## src/rtl/pipe_skid_reg.sv

```systemverilog
// Pipeline stage register with valid/ready handshake, optional two-entry skid
// buffer, synchronous flush and a saturating count of flushed entries.
module pipe_skid_reg #(
  parameter int DATA_W           = 128,
  parameter int CTRL_W           = 16,
  parameter int SKID             = 1,
  parameter int BUBBLE_DATA_ZERO = 1
) (
  input  logic              clk,
  input  logic              reset,
  input  logic              flush,
  input  logic              up_valid,
  output logic              up_ready,
  input  logic [DATA_W-1:0] up_data,
  input  logic [CTRL_W-1:0] up_ctrl,
  output logic              dn_valid,
  input  logic              dn_ready,
  output logic [DATA_W-1:0] dn_data,
  output logic [CTRL_W-1:0] dn_ctrl,
  output logic [1:0]        occupancy,
  output logic [7:0]        drop_cnt
);

  typedef struct packed {
    logic [CTRL_W-1:0] ctrl;
    logic [DATA_W-1:0] data;
  } entry_t;

  // State encoding doubles as the occupancy count.
  typedef enum logic [1:0] {EMPTY = 2'd0, ONE = 2'd1, FULL = 2'd2} state_t;

  state_t     state_q, state_d;
  entry_t     main_q, main_d, skid_q, skid_d, up_ent;
  logic [7:0] drop_q, drop_d;
  logic [8:0] drop_sum;
  logic       up_fire, dn_fire;

  assign up_ent   = {up_ctrl, up_data};
  assign dn_valid = (state_q != EMPTY);

  generate
    if (SKID != 0) begin : g_skid
      assign up_ready = (state_q != FULL) & ~flush;
    end else begin : g_noskid
      assign up_ready = (~dn_valid | dn_ready) & ~flush;
    end
  endgenerate

  assign up_fire = up_valid & up_ready;
  // Flush wins: a downstream accept in the flush cycle does not move state.
  assign dn_fire = dn_valid & dn_ready & ~flush;

  always_comb begin
    state_d  = state_q;
    main_d   = main_q;
    skid_d   = skid_q;
    drop_d   = drop_q;
    drop_sum = {1'b0, drop_q} + {7'd0, state_q};
    if (flush) begin
      state_d = EMPTY;
      drop_d  = drop_sum[8] ? 8'hFF : drop_sum[7:0];
    end else begin
      case (state_q)
        EMPTY: if (up_fire) begin
          state_d = ONE;
          main_d  = up_ent;
        end
        ONE: begin
          if (up_fire && dn_fire) begin
            main_d = up_ent;
          end else if (up_fire && SKID != 0) begin
            state_d = FULL;
            skid_d  = up_ent;
          end else if (dn_fire) begin
            state_d = EMPTY;
          end
        end
        FULL: if (dn_fire) begin
          state_d = ONE;
          main_d  = skid_q;
        end
        default: state_d = EMPTY;
      endcase
    end
  end

  always_ff @(posedge clk or posedge reset) begin
    if (reset) begin
      state_q <= EMPTY;
      main_q  <= '0;
      skid_q  <= '0;
      drop_q  <= '0;
    end else begin
      state_q <= state_d;
      main_q  <= main_d;
      skid_q  <= skid_d;
      drop_q  <= drop_d;
    end
  end

  assign occupancy = state_q;
  assign drop_cnt  = drop_q;
  assign dn_ctrl   = dn_valid ? main_q.ctrl : '0;
  assign dn_data   = (!dn_valid && BUBBLE_DATA_ZERO != 0) ? '0 : main_q.data;

endmodule

```

## config.mk

```make
export PLATFORM = sky130hd
export DESIGN_NAME = pipe_skid_reg
export DESIGN_NICKNAME = d
export VERILOG_FILES = /design/src/rtl/pipe_skid_reg.sv
export SDC_FILE = /design/constraint.sdc
export NUM_CORES = 1
export LEC_CHECK = 0
export ABC_AREA = 1
export BUFFER_PORTS_ARGS = -buffer_cell sky130_fd_sc_hd__buf_2
export CORE_AREA = 2 2 182 184
export DETAILED_ROUTE_END_ITERATION = 16
export DIE_AREA = 0 0 184 186
export PLACE_DENSITY_LB_ADDON = 0.12
export SKIP_CTS_REPAIR_TIMING = 1
export SLEW_MARGIN = 0
export SYNTH_ARGS = -nofsm -noshare
export SYNTH_HDL_FRONTEND = slang
export SYNTH_SLANG_ARGS = --single-unit
```

## constraint.sdc

```tcl
create_clock -name clk -period 12.15 [get_ports clk]
set_clock_uncertainty 0.2 [all_clocks]
set_input_delay 1.215 -clock clk [delete_from_list [all_inputs] [get_ports clk]]
set_output_delay 1.215 -clock clk [all_outputs]
set_load 0.03 [all_outputs]
```

### Word-level counts from Yosys, hierarchy flattened

Cells that the tools add are included.

* flip-flop bits (word level): 298
* word-level logic and storage cells: 44
* output and inout port bits: 156
* input port bits: 149

* mux-type cells: 14
* bitwise operators: 6
* equal/unequal tests: 10
* $add $sub $neg: 1
* reductions and logical operators: 7

Operators by type and width (count)
* 144-bit 2-to-1 mux: 3
* 144-bit one-hot mux with 3 select lines: 1
* 128-bit 2-to-1 mux: 1
* 16-bit 2-to-1 mux: 1
* 2-bit 2-to-1 mux: 6
* 8-bit by 2-bit adder with 9-bit output: 1
* 3-bit inequality test (second input constant): 3
* 8-bit 2-to-1 mux: 1
* 2-bit inequality test (second input constant): 4
* 4-bit AND reduction: 2
* 2-bit one-hot mux with 3 select lines: 1
* 5-bit AND reduction: 1
* 1-bit bitwise AND: 4
* 4-bit inequality test (second input constant): 1
* 3-bit nonzero test: 1
* 2-bit by 1-bit equality test with 1-bit output (second input constant): 1
* 2-bit equality test (second input constant): 1
* 2-bit logical NOT: 1
* 1-bit NOT: 2
* 2-bit nonzero test: 1
* 1-bit logical AND: 1

### Longest topological paths before layout

Gate-level depths: netlist (run 1).

* depth in word-level cells: 8
* mapped depth: 10
* depth with buffers taken out: 9

### Worst setup path after synthesis (run 1)

No wires, ideal clock.

* kind: register -> output
* start: register state_q[0], in the netlist occupancy[0]
* end: output port dn_data[100]
* data required time: 10735 ps
* buffers on the path: 2
* stages on the path, launching flop included: 7
* slack: 8945 ps
* arrival time: 1790 ps
* cell sequence: dfrtp_1 -> inv_2 -> nand2_2 -> inv_2 -> clkbuf_1 -> buf_1 -> nor2_1

* cells in the longest elaborated chain, start to end: 2

RTL lines
* from (decl): line 32 `state_t state_q, state_d;`
* from (signal assigned): line 94 `state_q <= state_d;`
* 2-bit nonzero test: line 39 `assign dn_valid = (state_q != EMPTY);`
* named net dn_valid: line 16 `output logic dn_valid,`
* 128-bit 2-to-1 mux: line 104 `assign dn_data = (!dn_valid && BUBBLE_DATA_ZERO != 0) ? '0 : main_q.data;`
* to (decl): line 18 `output logic [DATA_W-1:0] dn_data,`

The timed path passes the listed nets, and every way through them passes these cells.

### Worst setup path after layout (run 1)

* start: register state_q[0], in the netlist occupancy[0]
* end: output port dn_data[97]

* cells in the longest elaborated chain, start to end: 2

RTL lines (line)
* 2-bit nonzero test: 39
* 128-bit 2-to-1 mux: 104

No other way between the ends.

==> metrics.yaml, run 1 <==
run_status:
  status: "finished clean"
synthesis:
  synth_top_family_by_area: "simple AND/OR/NAND/NOR gates"
  synthCells: 1938
  synthAdderAreaFrac_pct: 0.312
  synth-simple-area-share_pct: 25.4
  synth.avg_cell_area_sq_um: 7.44
  netlist.area_leader.share_pct: 51.7
  synth-compound-area-share_pct: 10.4
  syn_nets: 2090
  ys_warn_count: 0
  yosys_register_bits: 298
  ys_types: 29
  synthMuxAreaShare_pct: 0
  yosys.area.top_type: "dfrtp_1"
  syn_area_sq_um: 14400
  synthTopCellsByArea: "dfrtp_1 (52%), nand2_1 (15%), o21ai_0 (8.9%)"
  seq_area_frac_synth_pct: 51.7
  synth-xor-area-share_pct: 0.0607
power:
  ir_drop_mv: 0.123
  power.total_mw: 3.74
  leakage_nw: 9.57
  pwr_density_cell_nw_per_um2: 219
die:
  die_x_microns: 184
  fp.dieH_microns: 186
  fp-row-count: 66
  core_sq_um: 32200
  ioPinCount: 305
  initial_utilization_pct: 44.8
  dieArea_sq_um: 34200
timing:
  rsz0062_at_grt: "false"
  fin_hold_ws_ns: 0.267
  tightest_slew_ns: 1.09
  finalSetupViolCount: 0
  finalCritPeriodShare_pct: 36.0
  max_freq_ghz: 0.229
  setup_tns_ns: 0
  final_max_slew_viol_count: 0
  relSlewSlack_pct: 27.5
  min_period_ns: 4.37
  final_hold_viol_count: 0
critical_path:
  reg2reg_to: "main_q[66]$_DFFE_PP0P_"
  path_max_fanout: 94
  required_ns: 10.73
  reg2reg_setup_slack_ns: 8.53
  worst_setup_path_start_kind: "flip-flop"
  ff2ff_path_depth: 9
  r2r-start: "occupancy[0]$_DFFE_PP0P_"
  crit_type: "reg -> out"
  end_kind: "primary output"
  critPathArrivalTime_ns: 2.96
place:
  hpwlAfterDp_microns: 22100
  gp_congestion: 0.831
  port_buffers: 304
  numPlacedInstances: 2537
clock_tree:
  cts_buffer_depth: 3
  clk_pin_slew_worst_paths_ns: 0.06
  ctsHtreeMaxLevel: 2
  clock_latency_ns: 0.50
  numCtsBuffers: 35
  root_buffer: "clkbuf_16"
  clock_sinks: 298
  cts_tree: "built"
route:
  drc: 0
  via_per_inst: 4.82
  postRouteAntennaNets: 0
  vias: 12600
  firstDrtPassIters: 5
  wl_microns: 36400
  drtIter0Drc: 879
  wl_per_cell_microns: 14.0
flow_run:
  drv_cap: 0
global_routing:
  grt_use_met2_pct: 33.3
  grt_pass1_wl_microns: 59400
  met1_usage_pct: 31.1
  grtUsageMet3_pct: 4.21
  grt.total_usage_pct: 21.5
  antenna_found_initial: 7
  busiest_layer: "met2"
  grt_max_degree: 158
  grt_pass1_vias: 11600
  grt_remaining_overflow: 0
hold_path:
  hold_start: "main_q[44]$_DFFE_PP0P_"
  min_to: "main_q[44]$_DFFE_PP0P_"
  hold_depth: 2
  hold_path_class: "reg -> reg"
final_layout:
  final_common_cell: "nand2_1"
  final_cell_mix: "nand2_1 (595), buf_2 (304), inv_1 (299)"
  drive_gt1_share_pct: 17.2
  nFillCells: 3237
  fin_cells: 2602
  fin_nets: 2318
  synthToLayoutAreaGrowth_pct: 18.6
[critical path, stage by stage (launching register included)]
cell and delay [ns]:
dfrtp_1 0.47, inv_2 0.11, nand2_2 0.11, inv_4 0.40, buf_4 0.85, nor2_1 0.19, buf_2 0.24
[registers in the layout, summed over array words and instances (netlist names)]
signal,flops
drop_cnt,8
main_q,144
occupancy,2
skid_q,144
[per-stage QoR]
stage	setup slack, ns	instance area, sq um	util (%)
after global placement	7.73	16000	49.6
after detailed placement	7.71	16000	49.6
final	7.78	17100	53.1
after CTS	7.72	17100	53.1
after floorplan	2.50	14400	-
after global routing	7.51	17100	53.1
[worst max-delay path by stage]
stage | startpoint | to | slack [ns] | depth (start not counted)
2_1_floorplan | reset | drop_cnt[0]$_DFFE_PP0P_ | 2.50 | 1
3_3_place_gp | flush | main_q[75]$_DFFE_PP0P_ | 7.73 | 9
3_5_place_dp | flush | main_q[66]$_DFFE_PP0P_ | 7.71 | 9
4_1_cts | occupancy[0]$_DFFE_PP0P_ | dn_data[98] | 7.72 | 6
5_1_grt | occupancy[1]$_DFFE_PP0P_ | dn_data[98] | 7.51 | 6
6_report | occupancy[0]$_DFFE_PP0P_ | dn_data[97] | 7.78 | 6
[synthesized netlist by cell type, drive strengths merged]
library cell and n:
a21oi 1, buf 80, clkbuf 44, dfrtp 298
fa 1, ha 2, inv 305, nand2 597
nand3 151, nand3b 1, nand4 2, nor2 157
nor3 1, o21ai 295, o21bai 1, or2 1
xor2 1
[report_power, final]
part	switching, mW	total, mW	internal [mW]
sequential	0.221	1.63	1.40
combinational	0.747	1.09	0.344
clock	0.400	1.03	0.627
total	1.37	3.74	2.38
[cell families (layout without fill, tap and decap cells)]
kind of cell	count (synthesis)	after routing
compound gates	297	297
xor+xnor	1	1
fa+ha+maj	3	3
buf+inv	429	683
flops	298	298
other cells	0	2
simple gates	910	910
[layout make-up]
class                      count  area (sq um)  area share, %
antenna                        2          5.00         0.0293
clock inverter                 7          85.1          0.498
sequential                   298          7460           43.6
clock buffer                  56          1040           6.07
timing repair buffer         315          1620           9.46
tap                          408           510           2.99
inverter                     305          1160           6.80
multi-input combinational   1211          5220           30.5
[metal layers]
metal | vias up | routed length (microns)
li1 | 6365 | -
met3 | 52 | 2350
met4 | 8 | 694
met1 | 5785 | 17200
met5 | - | 51
met2 | 344 | 16100
Note: power is estimated with default switching activity, not from simulation.
==> inputs of run 2 (changes only) <==
clock period = 4.2 ns   (was 12.15 ns; I/O delays follow)
==> metrics.yaml, run 2 (same netlist as run 1, synthesis figures left out) <==
critical_path:
  critical-path-max-stage-delay_ns: 0.45
  required_ns: 3.58
  cp_slowest_cell: "dfrtp_1"
  path_delay_family: "buffers and inverters"
  path_buf_inv: 4
  critPathArrivalTime_ns: 2.19
  path_max_fanout: 40
  path_cells: "inv_2 -> nand2_2 -> inv_4 -> buf_4 -> nor2_1 -> buf_2"
  end_kind: "primary output"
  crit_type: "reg -> out"
  worst_setup_path_start_kind: "flip-flop"
  reg2reg_setup_slack_ns: 1.86
timing:
  setup_tns_ns: 0
  relSlewSlack_pct: 50.7
  max_freq_ghz: 0.355
  tightest_slew_ns: 0.740
  final_hold_viol_count: 24
  finalCritPeriodShare_pct: 67.0
  setup_slack_ns: 1.39
  fin_hold_ws_ns: -0.0233
  min_period_ns: 2.81
  rsz0062_at_grt: "false"
  finalSetupViolCount: 0
  final_max_slew_viol_count: 0
die:
  fp-row-count: 66
  core_sq_um: 32200
  die_x_microns: 184
  dieArea_sq_um: 34200
  initial_utilization_pct: 44.8
  ioPinCount: 305
  fp.dieH_microns: 186
place:
  numPlacedInstances: 2540
  hpwlAfterDp_microns: 21600
  gp_congestion: 0.750
  port_buffers: 304
  post-place-ws_ns: 1.85
route:
  via_per_inst: 4.83
  drtIter0Drc: 892
  wl_microns: 36400
  drc: 0
  firstDrtPassIters: 5
  wl_per_cell_microns: 13.8
  vias: 12700
  postRouteAntennaNets: 0
clock_tree:
  clock_latency_ns: 0.50
  cts_tree: "built"
  clk_pin_slew_worst_paths_ns: 0.06
  root_buffer: "clkbuf_16"
  ctsHtreeMaxLevel: 2
  cts_buffer_depth: 3
  numCtsBuffers: 34
  clock_sinks: 298
final_layout:
  nFillCells: 3233
  fin_nets: 2354
  fin_cells: 2637
  final_common_cell: "nand2_1"
  drive_gt1_share_pct: 17.3
  final_cell_mix: "nand2_1 (595), buf_2 (304), inv_1 (299)"
  synthToLayoutAreaGrowth_pct: 22.5
hold_path:
  hold_path_class: "in -> reg"
run_status:
  status: "finished, violations left"
  violations: "hold timing"
flow_run:
  drv_cap: 0
global_routing:
  grt_pass1_wl_microns: 57700
  antenna_found_initial: 6
  grt_pass1_vias: 11400
  grt.total_usage_pct: 20.8
  grt_remaining_overflow: 0
  grt_max_degree: 167
power:
  ir_drop_mv: 0.381
  pwr_density_cell_nw_per_um2: 630
  leakage_nw: 9.79
  power.total_mw: 11.1
run 2: cell count changes in the layout (fill, tap and decap cells not counted), sizes merged:
| cell | before | now |
|---|---|---|
| dlygate4sd3 | 0 | 34 |
| clkbuf | 56 | 49 |
| clkinvlp | 0 | 5 |
| bufinv | 2 | 6 |
| clkinv | 6 | 2 |
| buf | 315 | 318 |
| diode | 2 | 3 |
| inv | 304 | 303 |
run 2: through the flow:
step,hold WS [ns],area [sq um],util (%)
2_1_floorplan,0.242,14400,-
3_3_place_gp,0.159,16100,50.0
3_5_place_dp,0.163,16100,50.0
4_1_cts,-0.371,17300,53.8
5_1_grt,-0.000433,17700,54.8
6_report,-0.0233,17700,54.8
run 2: worst reg2reg max path: cells and delay by family (launching register included):
family | cells | cell delay (ns)
buf+inv | 2 | 0.60
flops | 1 | 0.45
simple gates | 6 | 1.01
run 2: cell type report:
type | instances | area [sq um] | area share, %
tap | 408 | 510 | 2.89
timing repair buffer | 352 | 2080 | 11.8
sequential | 298 | 7460 | 42.2
antenna | 3 | 7.51 | 0.0425
inverter | 305 | 1160 | 6.56
clock buffer | 49 | 1010 | 5.72
clock inverter | 11 | 215 | 1.22
multi-input combinational | 1211 | 5220 | 29.6
run 2: per-layer routing:
layer	track usage, %	vias up	wire length (microns)
li1	-	6432	-
met2	33.7	355	16500
met5	0	-	23
met4	5.54	4	753
met1	28.1	5888	16700
met3	5.01	56	2380
run 2: power breakdown:
| part | total, mW | switching, mW | internal [mW] |
|---|---|---|---|
| registers | 4.69 | 0.630 | 4.06 |
| clock network | 3.22 | 1.18 | 2.04 |
| logic | 3.22 | 2.18 | 1.04 |
run 2: worst paths after layout:
path                                                from  cells past startpoint                endpoint
worst max-delay path            occupancy[0]$_DFFE_PP0P_                      6              dn_ctrl[2]
worst min-delay path                         up_data[89]                      3  skid_q[89]$_DFFE_PP0P_
worst max register to register  occupancy[0]$_DFFE_PP0P_                      8  main_q[31]$_DFFE_PP0P_
worst min register to register     main_q[7]$_DFFE_PP0P_                      2   main_q[7]$_DFFE_PP0P_
max in group asynchronous                          reset                      4  main_q[28]$_DFFE_PP0P_
min in group asynchronous                          reset                      3   main_q[3]$_DFFE_PP0P_
